--- src/rtl/fetch_stage.sv ---
`default_nettype none
// ============================================================================
// Module      : fetch_stage
// Description : RV32I instruction-fetch stage. Owns the PC, a single-outstanding
//               instruction-memory request FSM and the IF/ID register with a
//               one-entry skid buffer.
// Revision    : 1.0 - initial release
// ============================================================================
module fetch_stage #(
  parameter logic [31:0] RESET_PC = 32'h0000_0000,
  parameter logic [31:0] NOP_INST = 32'h0000_0013
) (
  input  logic        clk,
  input  logic        rst_n,
  input  logic        ex_pc_sel,
  input  logic [31:0] ex_target,
  input  logic        stall_id,
  output logic        im_req,
  output logic [31:0] im_addr,
  input  logic        im_ready,
  input  logic        im_rvalid,
  input  logic [31:0] im_rdata,
  output logic        id_valid,
  output logic [31:0] id_pc,
  output logic [31:0] id_inst
);

  typedef enum logic [1:0] {
    S_FETCH = 2'd0,
    S_WAIT  = 2'd1,
    S_KILL  = 2'd2
  } state_e;

  state_e      state_q, state_d;
  logic [31:0] pc_q, pc_d;
  logic [31:0] req_pc_q, req_pc_d;
  logic        buf_valid_q, buf_valid_d;
  logic [31:0] buf_pc_q, buf_pc_d;
  logic [31:0] buf_inst_q, buf_inst_d;
  logic        id_valid_q, id_valid_d;
  logic [31:0] id_pc_q, id_pc_d;
  logic [31:0] id_inst_q, id_inst_d;

  logic        fire;
  logic        deliver;
  logic [31:0] target;
  logic        unused_tgt_bits;

  assign target          = {ex_target[31:2], 2'b00};
  assign unused_tgt_bits = ^ex_target[1:0];

  // rst_n gating keeps the request low while reset is held, since FETCH is the reset state
  assign im_req  = rst_n && (state_q == S_FETCH) && !buf_valid_q;
  assign fire    = im_req && im_ready;
  assign im_addr = pc_q;

  always_comb begin
    state_d  = state_q;
    pc_d     = pc_q;
    req_pc_d = req_pc_q;
    deliver  = 1'b0;
    case (state_q)
      S_FETCH: begin
        if (fire) begin
          req_pc_d = pc_q;
          if (ex_pc_sel) begin
            pc_d    = target;
            state_d = S_KILL;
          end else begin
            pc_d    = pc_q + 32'd4;
            state_d = S_WAIT;
          end
        end else if (ex_pc_sel) begin
          pc_d = target;
        end
      end
      S_WAIT: begin
        if (ex_pc_sel) begin
          pc_d    = target;
          state_d = im_rvalid ? S_FETCH : S_KILL;
        end else if (im_rvalid) begin
          deliver = 1'b1;
          state_d = S_FETCH;
        end
      end
      S_KILL: begin
        if (ex_pc_sel) pc_d = target;
        if (im_rvalid) state_d = S_FETCH;
      end
      default: state_d = S_FETCH;
    endcase
  end

  always_comb begin
    id_valid_d  = id_valid_q;
    id_pc_d     = id_pc_q;
    id_inst_d   = id_inst_q;
    buf_valid_d = buf_valid_q;
    buf_pc_d    = buf_pc_q;
    buf_inst_d  = buf_inst_q;
    // The EX branch is older than the ID instruction, so flush wins over stall
    if (ex_pc_sel) begin
      id_valid_d  = 1'b0;
      id_inst_d   = NOP_INST;
      buf_valid_d = 1'b0;
    end else if (stall_id) begin
      if (deliver) begin
        buf_valid_d = 1'b1;
        buf_pc_d    = req_pc_q;
        buf_inst_d  = im_rdata;
      end
    end else if (buf_valid_q) begin
      id_valid_d  = 1'b1;
      id_pc_d     = buf_pc_q;
      id_inst_d   = buf_inst_q;
      buf_valid_d = 1'b0;
    end else if (deliver) begin
      id_valid_d = 1'b1;
      id_pc_d    = req_pc_q;
      id_inst_d  = im_rdata;
    end else begin
      id_valid_d = 1'b0;
      id_inst_d  = NOP_INST;
    end
  end

  always_ff @(posedge clk or negedge rst_n) begin
    if (!rst_n) begin
      state_q     <= S_FETCH;
      pc_q        <= RESET_PC;
      req_pc_q    <= 32'h0;
      buf_valid_q <= 1'b0;
      buf_pc_q    <= 32'h0;
      buf_inst_q  <= 32'h0;
      id_valid_q  <= 1'b0;
      id_pc_q     <= 32'h0;
      id_inst_q   <= NOP_INST;
    end else begin
      state_q     <= state_d;
      pc_q        <= pc_d;
      req_pc_q    <= req_pc_d;
      buf_valid_q <= buf_valid_d;
      buf_pc_q    <= buf_pc_d;
      buf_inst_q  <= buf_inst_d;
      id_valid_q  <= id_valid_d;
      id_pc_q     <= id_pc_d;
      id_inst_q   <= id_inst_d;
    end
  end

  assign id_valid = id_valid_q;
  assign id_pc    = id_pc_q;
  assign id_inst  = id_inst_q;

endmodule
`default_nettype wire
--- config.mk ---
export PLATFORM = sky130hd
export DESIGN_NAME = fetch_stage
export DESIGN_NICKNAME = d
export VERILOG_FILES = /design/src/rtl/fetch_stage.sv
export SDC_FILE = /design/constraint.sdc
export NUM_CORES = 1
export LEC_CHECK = 0
export CAP_MARGIN = 5
export CELL_PAD_IN_SITES_DETAIL_PLACEMENT = 1
export CELL_PAD_IN_SITES_GLOBAL_PLACEMENT = 1
export CORE_ASPECT_RATIO = 1.5
export CORE_MARGIN = 10
export CORE_UTILIZATION = 44
export DETAILED_ROUTE_END_ITERATION = 6
export GPL_TIMING_DRIVEN = 0
export PLACE_DENSITY = 0.88
export SYNTH_ARGS = -nofsm -noshare
export SYNTH_HDL_FRONTEND = slang
export SYNTH_SLANG_ARGS = --single-unit
export TNS_END_PERCENT = 50
--- constraint.sdc ---
create_clock -name clk -period 4.1 [get_ports clk]
set_input_delay 0.41 -clock clk [delete_from_list [all_inputs] [get_ports clk]]
set_output_delay 0.41 -clock clk [all_outputs]
set_load 0.02 [all_outputs]
**Word-level counts from Yosys, hierarchy flattened**

Index checks and enable logic that the tools add are counted.

- Add/subtract/negate cells: 1
- Muxes and demuxes: 26
- Eq/ne operators: 5
- Reductions and logical operators: 11
- Bitwise operators: 2

Operator list:

| cell | number |
|---|---|
| $mux 32 | 9 |
| $pmux 32 s2 | 1 |
| $add 32x3->32 const B | 1 |
| $mux 1 | 10 |
| $mux 2 | 5 |
| $pmux 2 s3 | 1 |
| $reduce_and 3->1 | 2 |
| $ne 2x2->1 const B | 2 |
| $reduce_bool 2->1 | 2 |
| $logic_and 1x1->1 | 3 |
| $ne 3x2->1 const B | 1 |
| $eq 2x1->1 const B | 1 |
| $eq 2x2->1 const B | 1 |
| $logic_not 2->1 | 1 |
| $not 1->1 | 2 |
| $reduce_and 2->1 | 1 |
| $reduce_or 2->1 | 1 |
| $logic_not 1->1 | 1 |

- Word-level logic and storage cells: 54
- Register bits: 196
- Output and inout bits: 98

**Longest topological paths before layout**

- Word-level depth: 7
- Depth in mapped cells: 9
- Gate-level depth less buffers: 7

**Worst setup path after synthesis**

OpenSTA, ideal clock, no wires.

- Kind: flip-flop to flip-flop
- Start: reg state_q[1]
- End: reg pc_q[31] (netlist: im_addr[31])
- Library setup time: 125 ps
- Cell stages (with the launch flop): 8
- Data arrival time: 2102 ps
- Period minus slack after synthesis: 2227 ps
- Setup slack: 1873 ps
- Path through: dfrtp_1 -> inv_1 -> ha_1 -> nand4b_4 -> nor4_1 -> nand2_1 -> nor3_1 -> mux2_2

- Word-level cells in the longest chain between the ends: 6
- Elaborated cells on any way between the ends: 10
- Those cells by class: eq/ne (2); mux (2); reduce/logical (6)

Ends and longest elaborated chain:

| item | line | text |
|---|---|---|
| from (decl) | 34 | `state_e state_q, state_d;` |
| from (signal assigned) | 139 | `state_q <= state_d;` |
| $logic_not 2->1 | 53, 62 |  |
| $logic_and 1x1->1 (2 in a row) | 53 | `assign im_req = rst_n && (state_q == S_FETCH) && !buf_valid_q;` |
| $logic_and 1x1->1 | 54 | `assign fire = im_req && im_ready;` |
| $mux 32 | 64 | `if (fire) begin` |
| $pmux 32 s2 | 62 | `case (state_q)` |
| to (signal assigned) | 140 | `pc_q <= pc_d;` |
| to (decl) | 35 | `logic [31:0] pc_q, pc_d;` |

Parallel ways exist; a longest one is shown, timed or not.
A chain may end at the register's enable or synchronous reset.

**Worst setup path after layout**

- Start: in rst_n
- End: reg pc_q[31] (netlist: im_addr[31])

- Word-level cells in the longest chain between the ends: 5

Ends and longest elaborated chain:

| item | line | text |
|---|---|---|
| from (decl) | 14 | `input logic rst_n,` |
| $logic_and 1x1->1 (2 in a row) | 53 |  |
| $logic_and 1x1->1 | 54 |  |
| $mux 32 | 64 |  |
| $pmux 32 s2 | 62 |  |

No other way between the ends.

==> results.toml <==
[run_status]
status = "completed"

[sta]
period_share_pct = 85.5
rsz0062_at_grt = "no"
setup_violations = 0
hold_viol_final = 0
relSlewSlack_pct = 18.7
clock.fmax_mhz = 285
fin_setup_tns_ps = 0
fin_skew_ps = 8.73
tightest_slew_ps = 1210
maxSlewViolCount = 0
fin_hold_ws_ps = 477
min_period_ps = 3510

[layout]
diodes = 0
layout.nets = 1010
nFillCells = 2052
ff_latch_area_sq_mm = 0.00491
drive_gt1_share_pct = 16.0
multi_input_area_sq_mm = 0.00362
area_delta_synth_final_pct = 30.3

[logic_synthesis]
synth_top_area_cell = "dfrtp_1"
synthTopCellsByCount = "dfrtp_1 (193), mux2_2 (98), nand2_1 (69)"
synth.top_cell.area_share_pct = 55.2
synth.distinct_cells = 50
yosysWarnings = 0
yosys-top-cells-area = "dfrtp_1 (55%), mux2_2 (13%), mux2i_1 (3.9%), nand2_1 (3.0%), a221oi_1 (2.9%)"
synth.cell_area_sq_mm = 0.00876
yosysMostFrequentCell = "dfrtp_1"
synthArstFlopShare_pct = 100
syn_area_per_cell_sq_um = 11.7
synth_nets = 824
syn_inst = 749
synth_flop_cell = "dfrtp_1"
synth_edf_count = 0
ys_ff_latch = 196
synth-seq-area-share_pct = 56.1

[placement]
gp_congestion = 0.883
port_buffers = 164
dp_hpwl_um = 20000

[setup_path]
rr_startpoint = "state_q[0]$_DFFE_PN0P_"
crit_path_start = "rst_n"
slowest_stage = "nor4_1"
critPathCaptureType = "flop"
path_class = "primary input to flop"
path_delay_family = "simple AND/OR/NAND/NOR gates"
path_depth = 8
worstSetupStartpointType = "primary input"
reg2reg_slack_ps = 1100
worst-path-buf-inv = 3
cp.arrival_ps = 3840
cpPeakStageDelay_ps = 890
reg2reg_depth = 7
cp.required_ps = 4430
critPathMaxFanout = 65
crit_chain = "dlygate4sd3_1 -> buf_8 -> buf_16 -> nand4b_4 -> nor4_1 -> nand2_1 -> nor3_1 -> mux2_2"

[route]
vias = 6899
post_drt_via_cell_ratio = 5.71
route.detailed.drc = 0
drt-pass1-iter-count = 5
routedWlPerCell_um = 22.5
wl_um = 27200
ant_nets = 0
drt-initial-drc-count = 470

[clock_tree]
cts_buffers = 17
htree_levels = 4
cts_root_buf = "clkbuf_16"
clk_pin_slew_ps = 70
cts_setup_buffers = 0
insertion_delay_ps = 440
cts_tree = "built"
cts.sinks = 196
clk_path_buf_depth = 2

[power_and_ir_drop]
p_leak_nw = 4.82
p_seq_share_pct = 43.8
p_int_mw = 4.47
clkPwrFrac_pct = 26.1
power_frac_comb_pct = 30.1
switchingPower_mw = 2.28
worst_ir_drop_vdd_v = 0.000290
p_per_area_mw_per_mm2 = 592
p_sw_share_pct = 33.8

[floorplan]
dieArea_sq_mm = 0.0261
die_x_um = 135
ios = 168
num_rows = 63
initial_utilization_pct = 44.4
die_h_um = 193
core_sq_mm = 0.0197

[run]
cap_violations = 0

[global_route]
antenna_found_initial = 0
first_global_vias = 7682
grt_overflow = 0
grt_use_total_pct = 21.2
grt_pass1_wl_um = 42600
grt_max_degree = 71

[worst_hold_path]
hold_class = "flop to flop"
hold_depth = 2
hp-start = "id_pc[29]$_DFFE_PN0P_"
stage by stage:
step	setup slack, ps	util, %	cell area, sq um	total power, mW	std cells
after floorplan	1870	-	8760	4.03	749
after CTS	585	57.9	11400	6.83	1208
after global placement	-6860	54.4	10700	4.88	1173
after detailed placement	655	54.7	10800	5.03	1175
final	594	57.9	11400	6.76	1208
after global routing	333	57.9	11400	7.13	1208
kinds of logic after synthesis:
family / synth area share [%]
fa+ha+maj: 0.714
buf+inv: 2.64
mux: 16.5
simple gates: 12.9
compound gates: 11.2
flops: 56.1
cell type report:
type,instances,area share [%]
Sequential cell,196,43.0
Multi-Input combinational cell,494,31.7
Timing Repair Buffer,167,15.0
Clock buffer,17,3.73
Tap cell,260,2.85
Buffer,50,1.73
Clock inverter,15,1.67
Inverter,9,0.296
per-layer routing:
metal | wire, um | GRT usage (%) | up-vias
met4 | 705 | 8.64 | 0
met1 | 10200 | 23.1 | 3490
met3 | 1380 | 4.98 | 50
met5 | 0 | 0 | -
met2 | 14900 | 38.4 | 226
li1 | - | - | 3133
power groups by stage:
stage	logic [mW]	registers (mW)	clock network, mW
finish	2.03	2.96	1.77
global route	2.21	3.03	1.89
CTS	2.07	2.95	1.80
detailed placement	2.05	2.98	0
global placement	1.96	2.92	0
floorplan	0.920	3.11	0
worst reg2reg max path: stages, from the launching register on:
cell and delay (ps):
dfrtp_1 410, inv_1 130, ha_1 310, nand4b_4 230, nor4_1 890, nand2_1 260
nor3_1 290, mux2_2 360
placed cells by master, fill, tap and decap left out, types with 24 or more instances in the layout:
master	instances
dfrtp_1	193
clkdlybuf4s50_1	163
mux2_2	98
nand2_1	69
o21ai_0	48
nor3_1	37
mux2i_1	34
clkbuf_1	33
nor2b_1	32
a221oi_1	29
nand3_1	24
state kept, by name (all words and copies together), names as in the netlist:
signal,count
im_addr,32
id_valid,1
req_pc_q,32
id_pc,32
buf_pc_q,32
buf_valid_q,1
id_inst,32
buf_inst_q,32
state_q,2
worst paths after layout:
check,to
setup / recovery,im_addr[31]$_DFFE_PN0P_
max in group asynchronous,id_inst[1]$_DFFE_PN1N_
min in group asynchronous,id_pc[11]$_DFFE_PN0P_
hold reg to reg,id_pc[29]$_DFFE_PN0P_
hold / removal,id_pc[29]$_DFFE_PN0P_
setup reg to reg,im_addr[31]$_DFFE_PN0P_
what timing repair did:
item / in CTS / in global routing
resized for setup: 0 / 0
endpoints found under the setup margin: 0 / 0
hold buffers: 1 / 0
hold endpoints to repair: 64 / 0
Power figures use the tool's default switching activity.
